### src/rtl/hpdmc_ddr_rdcapture.sv
// Read-data capture for the hpdmc DDR path: times the capture window from the READ
// strobe and assembles 32-bit words from the rise/fall halves of the IDDR2 cells.
module hpdmc_ddr_rdcapture #(
  parameter int unsigned BURST_CYCLES = 4,
  parameter int unsigned MAX_DELAY    = 15
) (
  input  logic                                 sys_clk,
  input  logic                                 sys_rst,
  input  logic                                 rd_issue,
  input  logic [$clog2(MAX_DELAY+1)-1:0]       rd_delay,
  input  logic                                 half_swap,
  input  logic [15:0]                          q_rise,
  input  logic [15:0]                          q_fall,
  output logic [31:0]                          dout,
  output logic                                 dout_valid,
  output logic                                 dout_last,
  output logic                                 overflow
);

  localparam int unsigned CW = (BURST_CYCLES > 1) ? $clog2(BURST_CYCLES) : 1;
  localparam int unsigned DW = $clog2(MAX_DELAY + 1);
  localparam logic [CW-1:0] LAST_IDX = CW'(BURST_CYCLES - 1);

  localparam logic ST_IDLE = 1'b0;
  localparam logic ST_CAPT = 1'b1;

  // dline_q[i] is rd_issue delayed by i+1 cycles
  logic [MAX_DELAY-1:0] dline_q;
  logic [DW-1:0]        delay_eff;
  logic                 start;

  logic                 state_q, state_d;
  logic [CW-1:0]        cnt_q, cnt_d;
  logic [CW-1:0]        idx;
  logic                 win;
  logic [15:0]          q_fall_q;
  logic [31:0]          word;

  logic [31:0]          dout_d;
  logic                 dout_valid_d;
  logic                 dout_last_d;
  logic                 overflow_d;

  assign delay_eff = (rd_delay == '0) ? DW'(1) : rd_delay;
  assign start     = dline_q[delay_eff - DW'(1)];

  // The start cycle is itself the first window cycle (index 0)
  assign win  = start | (state_q == ST_CAPT);
  assign idx  = start ? '0 : cnt_q;
  assign word = half_swap ? {q_fall_q, q_rise} : {q_rise, q_fall};

  always_comb begin
    state_d      = ST_IDLE;
    cnt_d        = '0;
    dout_d       = dout;
    dout_valid_d = 1'b0;
    dout_last_d  = 1'b0;
    // A start while the previous burst still had words to deliver truncates it
    overflow_d   = overflow | (start & (state_q == ST_CAPT));
    if (win) begin
      dout_d       = word;
      dout_valid_d = 1'b1;
      dout_last_d  = (idx == LAST_IDX);
      if (idx != LAST_IDX) begin
        state_d = ST_CAPT;
        cnt_d   = idx + CW'(1);
      end
    end
  end

  always_ff @(posedge sys_clk) begin
    if (sys_rst) begin
      dline_q    <= '0;
      state_q    <= ST_IDLE;
      cnt_q      <= '0;
      q_fall_q   <= '0;
      dout       <= '0;
      dout_valid <= 1'b0;
      dout_last  <= 1'b0;
      overflow   <= 1'b0;
    end else begin
      dline_q    <= {dline_q[MAX_DELAY-2:0], rd_issue};
      state_q    <= state_d;
      cnt_q      <= cnt_d;
      q_fall_q   <= q_fall;
      dout       <= dout_d;
      dout_valid <= dout_valid_d;
      dout_last  <= dout_last_d;
      overflow   <= overflow_d;
    end
  end

endmodule

### config.mk
export PLATFORM = sky130hd
export DESIGN_NAME = hpdmc_ddr_rdcapture
export DESIGN_NICKNAME = d
export VERILOG_FILES = /design/src/rtl/hpdmc_ddr_rdcapture.sv
export SDC_FILE = /design/constraint.sdc
export NUM_CORES = 1
export LEC_CHECK = 0
export ABC_AREA = 1
export CAP_MARGIN = 5
export CORE_UTILIZATION = 54
export CTS_CLUSTER_SIZE = 40
export DETAILED_ROUTE_END_ITERATION = 16
export PLACE_DENSITY = 0.87
export SLEW_MARGIN = 10
export SYNTH_ARGS = -nofsm -noshare
export SYNTH_HDL_FRONTEND = slang
export SYNTH_SLANG_ARGS = --single-unit
### constraint.sdc
create_clock -name sys_clk -period 6.1 [get_ports sys_clk]
set_input_delay 1.83 -clock sys_clk [delete_from_list [all_inputs] [get_ports sys_clk]]
set_output_delay 1.83 -clock sys_clk [all_outputs]
set_load 0.02 [all_outputs]
# [Word level (Yosys, flattened, before mapping)]
# Cells that the tools add are included.
[op_classes] addsub=2 n_lt_le_gt_ge=1 eq_ne=2 mux=7 bitwise=5 n_reduce_logical=3
[ops] operator="32-bit two-way mux" count=1
[ops] operator="4-bit by 5-bit < comparator with 1-bit output, second input constant" count=1
[ops] operator="1-bit binary-select mux with 4-bit select" count=1
[ops] operator="4-bit logical NOT" count=1
[ops] operator="4-bit two-way mux" count=1
[ops] operator="4-bit by 1-bit subtractor with 4-bit output, second input constant" count=1
[ops] operator="1-bit two-way mux" count=3
[ops] operator="3-bit OR reduction" count=1
[ops] operator="2-bit by 1-bit adder with 2-bit output, second input constant" count=1
[ops] operator="2-bit == test, second input constant" count=1
[ops] operator="2-bit two-way mux" count=1
[ops] operator="2-bit inequality test, second input constant" count=1
[ops] operator="1-bit inverter" count=2
[ops] operator="1-bit OR" count=2
[ops] operator="2-bit OR reduction" count=1
[ops] operator="1-bit bitwise AND" count=1
[word_totals] register_bits=69 inputBits=40 word_cells=28

# [Longest topological paths before layout]
# Gate-level depths: netlist of the first run.
[depth] depth_word=9 depth_mapped=15

# [Worst setup path after synthesis of the first run]
# Ideal clock, no wire load.
[synth_timing] path_kind="input-to-reg" from="input port rd_delay[0]" to="register cnt_q[0]" setup_ns=0.123 t_arrival_ns=3.049 slack_ns=2.928 stages=12 cell_sequence="inv_2 -> buf_6 -> nand2_1 -> nor2_1 -> nor2_1 -> inv_1 -> nand3_2 -> a21boi_0 -> ha_1 -> inv_1 -> nand3_1 -> nor2_1"
[synth_via] elab_chain_cells=9 elab_cells_between_ends=12 cone_classes="add/sub: 2; eq/ne: 1; mux: 4; bitwise: 3; reduce/logical: 2"
[synth_rtl] item="start, declared" line="10" source="input logic [$clog2(MAX_DELAY+1)-1:0] rd_delay,"
[synth_rtl] item="4-bit logical NOT" line="44" source="assign delay_eff = (rd_delay == '0) ? DW'(1) : rd_delay;"
[synth_rtl] item="4-bit two-way mux (*)" line="44"
[synth_rtl] item="4-bit by 1-bit subtractor with 4-bit output (*)" line="45" source="assign start = dline_q[delay_eff - DW'(1)];"
[synth_rtl] item="1-bit binary-select mux with 4-bit select (*)" line="45"
[synth_rtl] item="1-bit two-way mux (implied by the code) (*)" line="45"
[synth_rtl] item="2-bit two-way mux" line="49" source="assign idx = start ? '0 : cnt_q;"
[synth_rtl] item="2-bit inequality test" line="64" source="if (idx != LAST_IDX) begin"
[synth_rtl] item="1-bit inverter (no source line)"
[synth_rtl] item="3-bit OR reduction (no source line)"
[synth_rtl] item="end signal, assigned" line="84" source="cnt_q <= cnt_d;"
[synth_rtl] item="end, declared" line="33" source="logic [CW-1:0] cnt_q, cnt_d;"
# Every way passes the cells marked *; elsewhere a longest branch is shown, timed or not. The select of a mux whose other input is x is not followed.
# A chain may end at the register's enable or synchronous reset.

# [Worst setup path in the final report of the first run]
[layout_timing] from="input port rd_delay[2]" to="register dout[1]"
[layout_via] elab_chain_cells=6
[layout_rtl] item="4-bit logical NOT" line="44"
[layout_rtl] item="4-bit two-way mux (*)" line="44"
[layout_rtl] item="4-bit by 1-bit subtractor with 4-bit output (*)" line="45"
[layout_rtl] item="1-bit binary-select mux with 4-bit select (*)" line="45"
[layout_rtl] item="1-bit two-way mux (implied by the code) (*)" line="45"
[layout_rtl] item="1-bit OR (*)" line="48" source="assign win = start | (state_q == ST_CAPT);"
[layout_rtl] item="end signal, assigned" line="86" source="dout <= dout_d;"
[layout_rtl] item="end, declared" line="14" source="output logic [31:0] dout,"
# Marked as above.

==> results.ini, run 1 <==
[run_status]
result_of_the_run=complete, no violations

[clock_network]
cts-root-buf=clkbuf_8
cts_hold_buf=0
cts-root-to-sink-buffers=2
clock-sinks=69
tritoncts=done
post_cts_buffers=0
ctsHtreeMaxLevel=3
numCtsBuffers=9
clk_transition_reported_paths_ns=0.07
clk-insertion-delay-late_ns=0.34
cts_resized=0

[setup_path]
critical_path_arrival_ns=4.42
timing.critical_path.from_type=input pin
end_kind=flop
timing.critical_path.required_ns=6.33
crit_path_max_fanout=39
worst-setup-path-type=input pin to flop

[yosys]
yosys.cell_types.count=23
synth.ff_latch_count=69
synthCells=438
synth_seq_area_share_pct=42.7
synthesis.yosys.warnings=0
syn_area_per_cell_um2=7.38
net_count_after_synthesis=479
mappedNetlistArea_um2=3230

[sta]
max_clock_freq_mhz=239
finalCritPeriodShare_pct=68.7
slew_headroom_pct=19.5
setup_tns_final_ns=0
finClkSkew_ns=0.00693
final_period_minus_worst_setup_slack_ns=4.19
final_max_slew_viol_count=0
tightestPinTransition_ns=1.21
grt_setup_unrepaired=false
timing.final.setup_violations=0
finalHoldViolations=0
worst_slack_ns=1.91

[placed_design]
place.gp.congestion=0.933
port-buffer-count=74
dpl_worst_slack_ns=1.60
dp.final_hpwl_mm=5.04

[routing]
route.detailed.wl_per_inst_um=12.8
initialDrtViolationCount=185
maxUsedRoutingLayer=met4
route.vias.total=2872
remaining_drc_errors=0
vias_per_cell=5.00
drt-met1-wl_mm=3.11
drt_pre_antenna_iters=5
route.antenna.remaining_nets=0
wl_mm=7.34
met2RoutedLength_mm=3.62
wl_met3_um=474

[floorplanning]
die_width_um=79.4
placement_rows=27
starting_density_of_the_core_pct=57.3
core_footprint_um2=5640
die_height_um=79.4
floorplan_die_area_um2=6300
num_io_pins=75

[global_routing]
grt_pass1_wl_mm=12.2
antenna_found_initial=0
grt_pass1_vias=2707
globalRouteTotalUtil_pct=25.7
grt-ovfl-total=0
largest_net_degree_at_the_start_of_global_routing=66

[final_layout]
most_common_cell_after_layout_fill_and_taps_aside=clkdlybuf4s50_1
final_layout_size_suffix_gt1_share_pct=12.5
nets=539
mostFrequentLayoutCells=clkdlybuf4s50_1 (73), inv_1 (72), nor2_1 (69), dfxtp_1 (69), nand2_1 (67)
area_delta_synth_final_pct=27.2
diodes=0

[power]
proportion_of_total_power_due_to_net_switching_pct=29.1
pwr-share-comb_pct=25.2
intPower_mw=0.828
power.net_switching_mw=0.341
p_seq_share_pct=43.6
p_per_area_nw_per_um2=284
static-leakage-power_nw=1.87
vdd_drop_max_mv=0.182
p_clk_share_pct=31.2

[job]
maxCapViolCount=0

[worst_hold_path]
hold_class=flop to flop

==> cell families (layout without fill, tap and decap cells) <==
group	after synthesis	count (layout)	share of synthesized area, %
AO/OA/AOI/OAI	53	53	8.36
adder cells (fa/ha/maj)	1	1	0.387
buffers and inverters	103	167	13.6
flip-flops	69	69	42.7
multiplexers	16	16	5.57
AND/OR/NAND/NOR	196	196	29.3
==> synthesized netlist by cell type <==
| cell type | n | area (µm²) |
|---|---|---|
| buf_6 | 6 | 67.6 |
| a21oi_1 | 33 | 165 |
| buf_1 | 4 | 15.0 |
| nor2_2 | 1 | 6.26 |
| nand3_2 | 23 | 230 |
| a21boi_0 | 2 | 15.0 |
| nand2_1 | 67 | 251 |
| buf_4 | 1 | 7.51 |
| nor2_1 | 69 | 259 |
| dfxtp_1 | 69 | 1380 |
| nand2_2 | 2 | 12.5 |
| buf_2 | 3 | 15.0 |
| ha_1 | 1 | 12.5 |
| inv_1 | 73 | 274 |
| nand3_1 | 31 | 155 |
| o21ai_1 | 1 | 5.00 |
| o21ai_0 | 17 | 85.1 |
| clkinv_1 | 1 | 3.75 |
| clkbuf_1 | 13 | 48.8 |
| mux2_2 | 16 | 180 |
| inv_2 | 2 | 7.51 |
| nand2_4 | 2 | 22.5 |
| nor2_4 | 1 | 11.3 |
==> flip-flops by register name, summed over array words and instances (netlist names) <==
signal and flops:
dout 32, q_fall_q 16, dline_q 15, cnt_q 2, dout_last 1, dout_valid 1
overflow 1, state_q 1
==> metrics by stage <==
stage	cells	instance area (µm²)	util (%)	power [mW]	hold slack, ns
final	574	4110	72.9	1.17	0.422
after global routing	574	4110	72.9	1.23	0.444
after CTS	574	4110	72.9	1.17	0.425
after detailed placement	559	3920	69.5	0.811	0.415
after global placement	559	3920	69.5	0.801	0.411
after floorplan	438	3230	-	0.706	0.403
==> routing by layer <==
metal  track usage (%)  vias to the layer above
li1                  -                     1467
met1              31.5                     1300
met2              42.9                       96
met3              6.21                        9
met4              10.9                        0
met5                 0                        -
==> final timing paths <==
check                                  from          end  slack, ns  cells after the start
worst max-delay path            rd_delay[2]      dout[1]       1.91                     13
worst min-delay path            dline_q[13]  dline_q[14]       0.42                      2
worst max register to register  dline_q[11]      dout[1]       3.99                      9
worst min register to register  dline_q[13]  dline_q[14]       0.42                      2
==> cell type report <==
| class | count | area, µm² |
|---|---|---|
| inverter | 76 | 285 |
| fill | 439 | 1530 |
| multi-input combinational | 266 | 1410 |
| clock buffer | 14 | 163 |
| tap | 72 | 90.1 |
| timing repair buffer | 76 | 751 |
| clock inverter | 1 | 30.0 |
| sequential | 69 | 1380 |
==> worst max-delay path, stage by stage <==
cell and delay [ns]:
clkdlybuf4s50_1 0.61, inv_1 0.06, nand2_1 0.09, nand3_2 0.08, nand2_1 0.12, nand3_1 0.12, nand3_1 0.13, nand3_2 0.12
nand2_2 0.45, buf_4 0.49, nand3_1 0.12, nand2_1 0.11, nor2_1 0.07
==> power groups by stage <==
stage | Clock, mW | Combinational (mW) | Sequential [mW]
floorplan | 0 | 0.155 | 0.551
global placement | 0 | 0.283 | 0.518
detailed placement | 0 | 0.292 | 0.519
CTS | 0.368 | 0.296 | 0.509
global route | 0.395 | 0.325 | 0.513
finish | 0.365 | 0.295 | 0.510
Note: power is estimated with default switching activity, not from simulation.
==> run 2, diff against run 1 <==
--- a/config.mk
+++ b/config.mk
@@ -7,10 +7,10 @@
 export LEC_CHECK = 0
 export ABC_AREA = 1
 export CAP_MARGIN = 5
-export CORE_UTILIZATION = 54
+export CORE_UTILIZATION = 50
 export CTS_CLUSTER_SIZE = 40
 export DETAILED_ROUTE_END_ITERATION = 16
-export PLACE_DENSITY = 0.87
+export PLACE_DENSITY = 0.82
 export SLEW_MARGIN = 10
 export SYNTH_ARGS = -nofsm -noshare
 export SYNTH_HDL_FRONTEND = slang
==> constraint.sdc (replaced) <==
create_clock -name sys_clk -period 3.9 [get_ports sys_clk]
set_input_delay 1.17 -clock sys_clk [delete_from_list [all_inputs] [get_ports sys_clk]]
set_output_delay 1.17 -clock sys_clk [all_outputs]
set_load 0.02 [all_outputs]
==> results.ini, run 2 (synthesis gave the netlist of run 1 again) <==
[routing]
initialDrtViolationCount=137  ; -26%
drt_pre_antenna_iters=4  ; -1
route.antenna.remaining_nets=0  ; unchanged
remaining_drc_errors=0  ; unchanged
route.detailed.wl_per_inst_um=12.1  ; -5.1%
wl_mm=7.01  ; -4.4%
route.vias.total=2827  ; -1.6%
vias_per_cell=4.89  ; -2.2%

[worst_hold_path]
hold_class=flop to flop

[final_layout]
biggestRegsByFlops=dout: 32 flops, q_fall_q: 16 flops, dline_q: 15 flops
area.sequential_um2=1380  ; unchanged
diodes=0  ; unchanged
nets=540  ; +0.19%
multi_input_area_um2=1410  ; unchanged
largest_register_ffs=32  ; unchanged
mostFrequentLayoutCells=clkdlybuf4s50_1 (73), inv_1 (72), nor2_1 (69), dfxtp_1 (69), nand2_1 (67)
regMostFlops=dout
layout.filler_cells=499  ; +14%
most_common_cell_after_layout_fill_and_taps_aside=clkdlybuf4s50_1
final_layout_size_suffix_gt1_share_pct=12.7  ; +0.17 points
area_delta_synth_final_pct=26.9

[power]
vdd_drop_max_mv=0.267  ; +46%
p_per_area_nw_per_um2=426  ; +50%
static-leakage-power_nw=1.86  ; -0.20%

[clock_network]
cts-root-to-sink-buffers=2  ; unchanged
cts-root-buf=clkbuf_8
clk_transition_reported_paths_ns=0.07  ; about the same
post_cts_buffers=0  ; unchanged
tritoncts=done
clk-insertion-delay-late_ns=0.34  ; about the same
clock-sinks=69  ; unchanged
numCtsBuffers=9  ; unchanged
ctsHtreeMaxLevel=3  ; unchanged
cts_resized=0  ; unchanged
cts_hold_buf=0  ; unchanged

[global_routing]
antenna_found_initial=0  ; unchanged
globalRouteTotalUtil_pct=22.7  ; -3.0 points
grt_pass1_wl_mm=11.5  ; -6.1%
grt-ovfl-total=0  ; unchanged
grt_pass1_vias=2570  ; -5.1%
largest_net_degree_at_the_start_of_global_routing=66  ; unchanged

[floorplanning]
placement_rows=28  ; +3.7%
num_io_pins=75  ; unchanged
floorplan_die_area_um2=6790  ; +7.8%
die_width_um=82.4  ; +3.8%
die_height_um=82.4  ; +3.8%
core_footprint_um2=6060  ; +7.4%
starting_density_of_the_core_pct=53.3  ; -4.0 points

[sta]
max_clock_freq_mhz=326
finalCritPeriodShare_pct=78.7
grt_setup_unrepaired=false
finalHoldViolations=0  ; unchanged
timing.final.setup_violations=0  ; unchanged
tightestPinTransition_ns=1.19  ; -0.0189 ns
worst_slack_ns=0.829  ; -1.08 ns
slew_headroom_pct=20.8  ; +1.3 points
final_period_minus_worst_setup_slack_ns=3.07
final_max_slew_viol_count=0  ; unchanged
finClkSkew_ns=0.00848  ; +0.00155 ns
setup_tns_final_ns=0  ; unchanged

[setup_path]
end_kind=flop
timing.critical_path.cells=clkdlybuf4s50_1 > nor2_4 > nand2_4 > nand2_4 > nand2_1 > nand2_1 > nand2_1 > nand2_1 > nand2_1 > nand3_2 > nand2_2 > buf_12 > nand3_1 > nand2_1 > nor2_1
critical_path.slowest_cell=clkdlybuf4s50_1
critPathMaxStageDelay_ns=0.59  ; -0.02 ns
critical_path_arrival_ns=3.30  ; -1.12 ns
worst-setup-path-type=input pin to flop
timing.critical_path.required_ns=4.13  ; -2.20 ns
timing.critical_path.from_type=input pin
crit_path_max_fanout=51  ; +31%
crit_path_frequent_cell=nand2_1

[placed_design]
dp.final_hpwl_mm=4.78  ; -5.0%
dpl_worst_slack_ns=0.501  ; -1.10 ns
port-buffer-count=74  ; unchanged
place.gp.congestion=0.980  ; +5.0%

[job]
maxCapViolCount=0  ; unchanged

[run_status]
result_of_the_run=complete, no violations

==> run 2: cell types whose count changed in the layout (fill, tap and decap cells not counted) <==
cell	delta
clkinv_2	+2
clkbuf_8	-1
bufinv_16	-1
buf_12	+1
==> run 2: path summary, 6_finish.rpt <==
| path | startpoint | endpoint | slack, ns | cells past startpoint |
|---|---|---|---|---|
| max | rd_delay[1] | dout[29] | 0.83 | 15 |
| min | dline_q[13] | dline_q[14] | 0.42 | 2 |
| max reg2reg | dline_q[13] | dout[29] | 2.20 | 11 |
| min reg2reg | dline_q[13] | dline_q[14] | 0.42 | 2 |
==> run 2: cell type report <==
type,instances,share of cell area [%]
Clock buffer,13,3.63
Clock inverter,2,0.244
Sequential cell,69,33.7
Tap cell,75,2.29
Multi-Input combinational cell,266,34.4
Timing Repair Buffer,77,18.8
Inverter,76,6.96
==> run 2: worst max-delay path: cells and delay by family <==
kind	cells	cell delay [ns]
AND/OR/NAND/NOR	13	1.23
buffers and inverters	2	0.89
==> run 2: layer usage <==
| metal | GRT usage (%) | wire [µm] | vias up | part of all wire (%) |
|---|---|---|---|---|
| met3 | 7.58 | 475 | 10 | 6.8 |
| met2 | 36.4 | 3290 | 80 | 47 |
| met1 | 28.7 | 3130 | 1264 | 45 |
| li1 | - | - | 1473 | - |
| met5 | 0 | 0 | - | 0 |
| met4 | 7.19 | 119 | 0 | 1.7 |
==> run 2: where the power goes <==
group	leakage, nW	switching [mW]	internal (mW)
logic	1.21	0.255	0.206
clock network	0.0833	0.247	0.243
registers	0.570	0.0307	0.765
==> run 2: stage by stage <==
stage / cells / utilization, % / hold slack (ns) / cell area, µm² / power, mW
floorplan: 438 / - / 0.403 / 3230 / 1.10
global placement: 563 / 65.0 / 0.412 / 3940 / 1.26
detailed placement: 563 / 65.0 / 0.416 / 3940 / 1.27
CTS: 578 / 67.7 / 0.426 / 4100 / 1.76
global route: 578 / 67.7 / 0.458 / 4100 / 1.85
finish: 578 / 67.7 / 0.422 / 4100 / 1.75
==> patch 1 (settings of run 2) <==
Take the reset off `dout` and load it in a clocked block of its own.
--- a/src/rtl/hpdmc_ddr_rdcapture.sv
+++ b/src/rtl/hpdmc_ddr_rdcapture.sv
@@ -74,7 +74,6 @@
       state_q    <= ST_IDLE;
       cnt_q      <= '0;
       q_fall_q   <= '0;
-      dout       <= '0;
       dout_valid <= 1'b0;
       dout_last  <= 1'b0;
       overflow   <= 1'b0;
@@ -83,12 +82,15 @@
       state_q    <= state_d;
       cnt_q      <= cnt_d;
       q_fall_q   <= q_fall;
-      dout       <= dout_d;
       dout_valid <= dout_valid_d;
       dout_last  <= dout_last_d;
       overflow   <= overflow_d;
     end
   end
 
+  always_ff @(posedge sys_clk) begin
+    dout <= dout_d;
+  end
+
 endmodule
 
Formal check against the unedited RTL: differs if sys_rst is asserted again (counterexample within 4 cycles, from zero or initial values and one cycle with sys_rst high); with sys_rst held inactive, the same outputs for 10 cycles.
==> patch 1 against run 2 <==
Area after synthesis is 17% lower; power is 2.8% higher; sequential cell count stayed put; worst setup slack better by 150 ps; utilization is 4.2 points higher; final area is 9.9% lower; clock power is 30% higher; wire length is 25% lower; critical endpoint is now dout[14]$_DFFE_PN_.
==> patch 1: results (changes against run 2) <==
* Yosys cell types at 19 (was 23)
* Layout Skew at 8.796 ps (was 8.481 ps)
* Compound-Gate Fraction of Synth Area at 3.704% (was 8.362%)
* Fraction of final layout cells sized beyond drive strength 1 at 12.93% (was 12.72%)
* Post-synthesis sequential area ratio at 63.76% (was 42.74%)
* DRT Pass-1 Iters at 8 (was 4)
* Status: complete, no violations (unchanged)
* FF-to-FF End: dout[14]$_DFFE_PN_ (was dout[29]$_SDFFE_PP0N_)
* Reg-to-reg slack, setup at 2340 ps (was 2200 ps)
* Largest net degree at the start of global routing at 49 (was 66)
* First-pass GRT wire length at 8204 um (was 11500 um)
* Worst-Margin Slew at 460.7 ps (was 1187 ps)
* Vias per Instance at 4.713 (was 4.891)
* Final wirelength at 5246 um (was 7014 um)
* Top cells by count, synth: 45 x inv_1, 40 x nand2_1, 39 x nor2_1 (was 73 x inv_1, 69 x dfxtp_1, 69 x nor2_1)
* Mux cell area share after synthesis at 6.751% (was 5.575%)
* Final GP Congestion at 0.9561 (was 0.9800)
* Total Routing Usage GR at 20.08% (was 22.70%)
* Initial DRC Count at 122 (was 137)
* Worst IR Drop VDD at 275.3 uV (was 266.5 uV)
* LEAKAGE at 1.528 nW (was 1.861 nW)
* Synth Area in Adders at 0.4688% (was 0.3871%)
* Via Count at 1970 (was 2827)
* Worst reg-to-reg path cell count at 7 (was 11)
* Placed insts at 402 (was 563)
* Final #Nets at 384 (was 540)
* Post-Synthesis Cells at 265 (was 438)
* Hpwl dp at 3527 um (was 4784 um)
* Synth area leaders: edfxtp_1 36%, dfxtp_1 28%, mux2_2 6.8% (was dfxtp_1 43%, inv_1 8.5%, nor2_1 8.0%)
* CP arrival at 2900 ps (was 3300 ps)
* Number of global-route vias before repair at 1895 (was 2570)
* # fillers at 399 (was 499)
* Worst r2r src: dline_q[7]$_SDFF_PP0_ (was dline_q[13]$_SDFF_PP0_)
* Syn_nets at 306 (was 479)
* Worst-path maximum fanout at 34 (was 51)
patch 1: cell count changes after synthesis, sizes merged:
| cell | change |
|---|---|
| nor2 | -30 |
| a21oi | -32 |
| buf | -13 |
| clkbuf | -4 |
| nand2 | -28 |
| edfxtp | +32 |
| a21boi | -2 |
| nand3 | -34 |
| dfxtp | -32 |
| inv | -29 |
| clkinv | -1 |
patch 1: power groups by stage:
stage	combinational [mW]	clock [mW]	sequential [mW]
2_1_floorplan	0.0875	0	0.930
3_3_place_gp	0.300	0	0.866
3_5_place_dp	0.306	0	0.869
4_1_cts	0.308	0.647	0.853
5_1_grt	0.331	0.679	0.858
6_report	0.306	0.638	0.852
patch 1: cell type report:
type / instances / share of cell area, %
well taps: 70 / 2.370
repair buffers: 77 / 20.65
flip-flops and latches: 69 / 46.04
multi-input cells: 140 / 20.28
clock inverters: 7 / 2.640
inverters: 46 / 4.672
clock buffers: 9 / 3.351
patch 1: cells by family after synthesis:
family / after synthesis
multiplexers: 16
buffers and inverters: 56
AO/OA/AOI/OAI: 19
adder cells (fa/ha/maj): 1
flip-flops: 69
AND/OR/NAND/NOR: 104
patch 1: critical path, stage by stage:
cell	delay [ps]
clkdlybuf4s50_1	520
nor2_4	190
nand2_4	100
nand2_4	110
nand2_1	60
nand3_1	80
nand3_1	90
nand2_1	90
nand2_2	60
nand3_2	50
buf_4	370
patch 1: worst min path at each step:
stage                                 startpoint                     end  slack, ps  cells after the start
after floorplan           dline_q[10]$_SDFF_PP0_  dline_q[11]$_SDFF_PP0_        400                      2
after global placement     dline_q[6]$_SDFF_PP0_   dline_q[7]$_SDFF_PP0_        410                      2
after detailed placement   dline_q[6]$_SDFF_PP0_   dline_q[7]$_SDFF_PP0_        410                      2
after CTS                  dline_q[3]$_SDFF_PP0_   dline_q[4]$_SDFF_PP0_        430                      2
after global routing      dline_q[13]$_SDFF_PP0_  dline_q[14]$_SDFF_PP0_        450                      2
final                      dline_q[3]$_SDFF_PP0_   dline_q[4]$_SDFF_PP0_        420                      2
patch 1: per-stage QoR:
step                      setup slack (ps)  hold slack (ps)  area [um^2]
after floorplan                       1179            403.1         2669
after global placement               749.4            413.0         3475
after detailed placement             655.3            413.3         3475
after CTS                             1012            430.1         3696
after global routing                 752.1            450.4         3696
final                                983.3            423.5         3696
patch 1: routing by layer:
layer  wire length (um)  vias up  global-route usage (%)
met1               2265      904                   22.88
met2               2636       68                   33.93
met4                 51        0                   8.386
met5                  0        -                       0
met3                293        6                   7.631
li1                   -      992                       -
==> patch 2 (config.mk and constraints of run 2) <==
Made on the original files. The parameter `BURST_CYCLES` goes from 4 to 8.
--- a/src/rtl/hpdmc_ddr_rdcapture.sv
+++ b/src/rtl/hpdmc_ddr_rdcapture.sv
@@ -1,7 +1,7 @@
 // Read-data capture for the hpdmc DDR path: times the capture window from the READ
 // strobe and assembles 32-bit words from the rise/fall halves of the IDDR2 cells.
 module hpdmc_ddr_rdcapture #(
-  parameter int unsigned BURST_CYCLES = 4,
+  parameter int unsigned BURST_CYCLES = 8,
   parameter int unsigned MAX_DELAY    = 15
 ) (
   input  logic                                 sys_clk,
Formal check against the unedited RTL: not equivalent (Yosys sat finds a counterexample within 10 cycles, from zero or initial values and one cycle with sys_rst high).
==> patch 2 against run 2 <==
Sequential cell count grew 1; synthesized cell count grew 0.68%; combinational power shrank 4.8%; critical endpoint is now cnt_q[0]$_SDFF_PP0_; wire length shrank 2.4%; area after synthesis shrank 2.0%; worst setup slack lost 55 ps; power grew 2.2%; fmax shrank 1.8%; register-to-register slack lost 50 ps; utilization shrank 0.19 points; clock power grew 11%; final area shrank 0.85%; largest power group unchanged.
==> patch 2: results (changes against run 2) <==
* Yosys cell types at 20 (was 23)
* Final wirelength at 6847 um (was 7014 um)
* Non-clock buffers at 78 (was 77)
* Initial DRC Count at 124 (was 137)
* Layout Skew at 11.41 ps (was 8.481 ps)
* Min-delay src: dline_q[5]$_SDFF_PP0_ (was dline_q[13]$_SDFF_PP0_)
* Clock buf/inv share at 4.462% (was 3.874%)
* Fraction of final layout cells sized beyond drive strength 1 at 8.858% (was 12.72%)
* Multi-input combinational gate total at 267 (was 266)
* Synth area leaders: dfxtp_1 44%, inv_1 8.7%, nand3_1 8.2% (was dfxtp_1 43%, inv_1 8.5%, nor2_1 8.0%)
* Sequential logic power at 802 uW (was 796 uW)
* Final GP Congestion at 0.8682 (was 0.9800)
* Status: complete, no violations (unchanged)
* Compound-Gate Fraction of Synth Area at 8.613% (was 8.362%)
* Final Hold Slack at 424.3 ps (was 421.5 ps)
* Sequential share of cell area at 34.46% (was 33.68%)
* Signal inverters at 77 (was 76)
* # fillers at 495 (was 499)
* FF-to-FF End: cnt_q[0]$_SDFF_PP0_ (was dout[29]$_SDFFE_PP0N_)
* Yosys reg bits at 70 (was 69)
* Setup WS pre-CTS at 428.4 ps (was 501.4 ps)
* CP arrival at 3350 ps (was 3300 ps)
* Clock buffers at 11 (was 13)
* Final #Nets at 545 (was 540)
* Syn_nets at 483 (was 479)
* Clk pwr share at 30.5% (was 28.1%)
* Post-synthesis sequential area ratio at 44.25% (was 42.74%)
* Number of global-route vias before repair at 2566 (was 2570)
* Hpwl dp at 4794 um (was 4784 um)
==> patch 2: metal layers <==
layer,vias up,global-route usage (%),share of wire (%)
met1,1300,26.19,47
met3,14,6.222,5.8
li1,1485,-,-
met4,0,12.46,3.0
met5,-,0,0
met2,78,35.08,44
==> patch 2: cells by family (layout without fill, tap and decap cells) <==
kind of cell,after synthesis,after routing
buf+inv,104,171
mux,16,16
compound gates,53,53
fa+ha+maj,2,2
simple gates,196,196
flops,70,70
==> patch 2: worst max-delay path, cell delays in order <==
cell and delay (ps):
clkdlybuf4s50_1 470, inv_2 210, nand3_2 110, nand2_1 130
nand3_1 100, nand3_1 100, nand3_2 120, a21boi_0 320
ha_1 210, ha_1 140, inv_1 50, nand3_1 160
nor2_1 60
==> patch 2: how the worst max path moves through the flow <==
stage	start	to	slack [ps]	depth (start not counted)
after floorplan	rd_delay[0]	cnt_q[0]$_SDFF_PP0_	1240	13
after global routing	rd_delay[3]	cnt_q[0]$_SDFF_PP0_	590	14
final	rd_delay[0]	cnt_q[0]$_SDFF_PP0_	770	13
after CTS	rd_delay[1]	cnt_q[0]$_SDFF_PP0_	790	14
after global placement	rd_delay[0]	cnt_q[0]$_SDFF_PP0_	580	13
after detailed placement	rd_delay[1]	cnt_q[0]$_SDFF_PP0_	430	14
==> patch 2: through the flow <==
| step | instance area (um^2) | instances | total power [mW] | utilization, % |
|---|---|---|---|---|
| after floorplan | 3167 | 441 | 1.091 | - |
| after global placement | 3885 | 567 | 1.244 | 64.47 |
| after detailed placement | 3885 | 567 | 1.254 | 64.47 |
| after CTS | 4066 | 583 | 1.798 | 67.48 |
| after global routing | 4066 | 583 | 1.885 | 67.48 |
| final | 4066 | 583 | 1.785 | 67.48 |
